## src/rtl/serial_adder_ctrl.sv

```systemverilog
// Bit-serial adder: one minterm-decoded full adder reused over WIDTH cycles,
// LSB first, with a three-state IDLE/RUN/DONE controller.
module serial_adder_ctrl #(
    parameter int WIDTH = 8
) (
    input  logic             clk,
    input  logic             rst_n,
    input  logic             start,
    input  logic [WIDTH-1:0] a,
    input  logic [WIDTH-1:0] b,
    input  logic             cin,
    output logic             busy,
    output logic             done,
    output logic [WIDTH-1:0] sum,
    output logic             cout,
    output logic [7:0]       m
);

    localparam int CW = (WIDTH > 1) ? $clog2(WIDTH) : 1;

    typedef enum logic [1:0] {
        IDLE = 2'd0,
        RUN  = 2'd1,
        DONE = 2'd2
    } state_t;

    state_t           state_q, state_d;
    logic [WIDTH-1:0] a_sh_q, a_sh_d;
    logic [WIDTH-1:0] b_sh_q, b_sh_d;
    logic [WIDTH-1:0] res_q, res_d;
    logic             carry_q, carry_d;
    logic [CW-1:0]    cnt_q, cnt_d;
    logic [WIDTH-1:0] sum_q, sum_d;
    logic             cout_q, cout_d;

    logic [7:0] dec;
    logic [2:0] idx;
    logic       s_bit;
    logic       c_bit;

    // Full adder as a 3:8 one-hot decode; a_bit is the MSB of the index
    always_comb begin
        idx   = {a_sh_q[0], b_sh_q[0], carry_q};
        dec   = 8'b0000_0001 << idx;
        s_bit = dec[1] | dec[2] | dec[4] | dec[7];
        c_bit = dec[3] | dec[5] | dec[6] | dec[7];
    end

    always_comb begin
        state_d = state_q;
        a_sh_d  = a_sh_q;
        b_sh_d  = b_sh_q;
        res_d   = res_q;
        carry_d = carry_q;
        cnt_d   = cnt_q;
        sum_d   = sum_q;
        cout_d  = cout_q;
        unique case (state_q)
            IDLE: begin
                if (start) begin
                    a_sh_d  = a;
                    b_sh_d  = b;
                    carry_d = cin;
                    cnt_d   = '0;
                    state_d = RUN;
                end
            end
            RUN: begin
                a_sh_d  = a_sh_q >> 1;
                b_sh_d  = b_sh_q >> 1;
                res_d   = {s_bit, res_q[WIDTH-1:1]};
                carry_d = c_bit;
                cnt_d   = cnt_q + CW'(1);
                if (cnt_q == CW'(WIDTH - 1)) begin
                    sum_d   = {s_bit, res_q[WIDTH-1:1]};
                    cout_d  = c_bit;
                    state_d = DONE;
                end
            end
            DONE: begin
                state_d = IDLE;
            end
            default: begin
                state_d = IDLE;
            end
        endcase
    end

    always_ff @(posedge clk or negedge rst_n) begin
        if (!rst_n) begin
            state_q <= IDLE;
            a_sh_q  <= '0;
            b_sh_q  <= '0;
            res_q   <= '0;
            carry_q <= 1'b0;
            cnt_q   <= '0;
            sum_q   <= '0;
            cout_q  <= 1'b0;
        end else begin
            state_q <= state_d;
            a_sh_q  <= a_sh_d;
            b_sh_q  <= b_sh_d;
            res_q   <= res_d;
            carry_q <= carry_d;
            cnt_q   <= cnt_d;
            sum_q   <= sum_d;
            cout_q  <= cout_d;
        end
    end

    assign busy = (state_q == RUN);
    assign done = (state_q == DONE);
    assign sum  = sum_q;
    assign cout = cout_q;
    assign m    = (state_q == RUN) ? dec : 8'h00;

endmodule

```

## config.mk

```make
export PLATFORM = sky130hd
export DESIGN_NAME = serial_adder_ctrl
export DESIGN_NICKNAME = d
export VERILOG_FILES = /design/src/rtl/serial_adder_ctrl.sv
export SDC_FILE = /design/constraint.sdc
export NUM_CORES = 1
export LEC_CHECK = 0
export CAP_MARGIN = 40
export CORE_MARGIN = 3
export CORE_UTILIZATION = 50
export DETAILED_ROUTE_END_ITERATION = 16
export GPL_ROUTABILITY_DRIVEN = 0
export PLACE_DENSITY_LB_ADDON = 0.25
export SLEW_MARGIN = 5
export SYNTH_ARGS = -nofsm -noshare
export SYNTH_HDL_FRONTEND = slang
export SYNTH_SLANG_ARGS = --single-unit
```

## constraint.sdc

```tcl
create_clock -name clk -period 3.6 [get_ports clk]
set_clock_uncertainty 0.1 [all_clocks]
set_input_delay 0.54 -clock clk [delete_from_list [all_inputs] [get_ports clk]]
set_output_delay 0.54 -clock clk [all_outputs]
set_load 0.005 [all_outputs]
```

==> flow_summary.ini <==
[run_status]
status = complete, no violations

[layout]
fill_cells = 282
n_antenna_cell = 0
drive_gt1_frac = 0.1217
seqCellArea_um2 = 950.9
multiInputGateArea_um2 = 773.2
final_common_cell = dfrtp_1
area_delta_synth_final_pct = 25.00
final_cell_mix = dfrtp_1, clkdlybuf4s50_1, inv_1
nets = 211
fin_util = 0.6728

[timing]
final_hold_viol_count = 0
fmax_mhz = 349.1
fin_crit_ns = 2.864
timing.final.crit_share = 0.7956
worst_slew_pin_slew_ns = 0.8391
fin_ws_ns = 0.7357
fin_setup_tns_ns = 0
rsz0062_at_grt = no
setup_viol = 0
slew_headroom = 0.4406
final_max_slew_viol_count = 0

[global_routing]
grt_pass1_vias = 1338
overflow = 0
antenna_found_initial = 0
grt_use_total = 0.1839
grt_max_degree = 39
grt_first_pass_wirelength_um = 6175

[cts]
cts_tree = yes
cts_root_buf = clkbuf_8
cts_setup_buffers = 0
hold_buffers = 0
htreeDepth = 2
clockBufferDepth = 2
cts.clk_slew.worst_paths_ns = 0.08
cts.repair.resized = 0
clock-sinks = 38
clk_latency_ns = 0.29
cts_buffers = 5

[die]
initial_core_util = 0.5382
die_area_mm2 = 0.004503
coreArea_mm2 = 0.003468
io_pins = 39
dieWidth_um = 67.11
rows = 21
die_h_um = 67.11

[logic_synthesis]
synth_area_leaders = dfrtp_1, nor4b_1, mux2_1
syn-instance-count = 155
synthFlopType = dfrtp_1
yosysTopAreaCell = dfrtp_1
syn-mean-instance-area_um2 = 12.04
ys_seq_area_frac = 0.5094
ys.warnings.count = 0
synth_area_mm2 = 0.001867
netlist.area_leader.share = 0.5094
synth_async_sr_flop_share = 1.000
synth_cell_types = 31
synth_edf_count = 0
syn_nets = 178
ys_ff_latch = 38

[critical_path]
cp-start-kind = register
cp.buffers_inverters = 2
critPathSlowestCell = clkdlybuf4s50_1
end_kind = output pin
required_ns = 2.96
crit_fanout = 37
worst_ep_arrival_time_ns = 2.22
path_class = reg -> out
cp_cell_sequence = buf_4 > nand2b_1 > nor4_1 > clkdlybuf4s50_1
critical-path-max-stage-delay_ns = 0.55
path_delay_family = simple AND/OR/NAND/NOR gates

[detailed_routing]
first_pass_iters = 4
vias = 1322
routedWlPerCell_um = 15.34
first_iter_violations = 48
via_per_inst = 5.626
routed_wl_um = 3604
ant_nets = 0
drc = 0

[pwr]
pwr-share-clk = 0.181
p_int_mw = 1.298
p_comb_frac = 0.416
peakVddDrop_mv = 0.3792
pwr-share-seq = 0.403
sw_frac_of_total = 0.3231
powerDensity_mw_per_mm2 = 821.6
p_leak_nw = 0.9917
p_switching_uw = 619.6

[hold_path]
hold_class = in -> async

[placement]
dp_slack_ns = 1.063
hpwlAfterDp_um = 2471
port_buffers = 38

[flow_run]
drv_cap = 0
-- worst register-to-register path: cells and delay by family, from the launching register on --
kind,cells,cell delay (ns)
and+or+nand+nor,1,0.59
buffers and inverters,2,0.52
muxes,1,0.31
DFF,1,0.32
-- metal layers --
metal  share of wire  up-vias  track usage
met1            0.44      650       0.2362
li1                -      625            -
met2            0.49       41       0.2920
met5               0        -            0
met4           0.020        0      0.08101
met3           0.048        6      0.04722
-- state kept, by name, indices dropped and copies added, names as in the netlist --
signal,count
a_sh_q,8
b_sh_q,8
carry_q,1
cnt_q,3
cout,1
res_q,7
state_q,2
sum,8
-- cell usage after synthesis, types with 2 or more instances --
library cell and n:
or4b_1 3, nor4bb_1 2, nor2_1 3, mux2_4 2, buf_2 9, dfrtp_1 38, mux2_1 9, ha_1 2
a211oi_1 12, buf_6 3, mux2_2 5, nor3b_1 13, nand2b_1 5, inv_1 14, nor4b_1 12, nand3b_1 2
a22o_1 2, o221a_2 3, nor3_1 4
-- per-stage QoR --
step	hold slack (ns)	instances	power (mW)	area, um2
final	0.2606	235	1.917	2333
after global routing	0.3259	235	2.068	2333
after CTS	0.2774	235	1.941	2333
after detailed placement	0.3715	227	1.588	2225
after global placement	0.3666	227	1.548	2225
after floorplan	0.1444	155	1.297	1867
-- cell type report --
| class | instances | area share |
|---|---|---|
| sequential | 38 | 0.4075 |
| multi-input combinational | 89 | 0.3314 |
| timing repair buffer | 40 | 0.1673 |
| clock buffer | 5 | 0.02949 |
| tap | 46 | 0.02466 |
| inverter | 14 | 0.02252 |
| clock inverter | 3 | 0.01716 |
-- power by group through the flow --
| stage | Combinational (mW) | Clock, mW | Sequential [mW] |
|---|---|---|---|
| 2_1_floorplan | 0.550 | 0 | 0.748 |
| 6_report | 0.798 | 0.347 | 0.772 |
| 3_5_place_dp | 0.809 | 0 | 0.779 |
| 4_1_cts | 0.810 | 0.358 | 0.773 |
| 3_3_place_gp | 0.780 | 0 | 0.769 |
| 5_1_grt | 0.893 | 0.375 | 0.800 |
-- final timing paths --
kind | cells after the start | slack, ns | start | endpoint
worst min register to register | 1 | 0.39 | a_sh_q[7]$_DFFE_PN0P_ | a_sh_q[7]$_DFFE_PN0P_
max in group asynchronous | 1 | 2.62 | rst_n | cnt_q[0]$_DFFE_PN0P_
worst min-delay path | 1 | 0.26 | rst_n | res_q[2]$_DFFE_PN0P_
worst max register to register | 4 | 1.67 | state_q[1]$_DFFE_PN0P_ | res_q[7]$_DFFE_PN0P_
worst max-delay path | 4 | 0.74 | state_q[1]$_DFFE_PN0P_ | m[0]
min in group clk | 1 | 0.39 | a_sh_q[7]$_DFFE_PN0P_ | a_sh_q[7]$_DFFE_PN0P_
-- cells by family after synthesis --
group,Yosys count,share of synthesized area
fa+ha+maj,3,0.02413
compound gates,22,0.09853
simple gates,47,0.1857
mux,17,0.1059
buf+inv,28,0.07640
flops,38,0.5094
(Power assumes the default switching activity.)
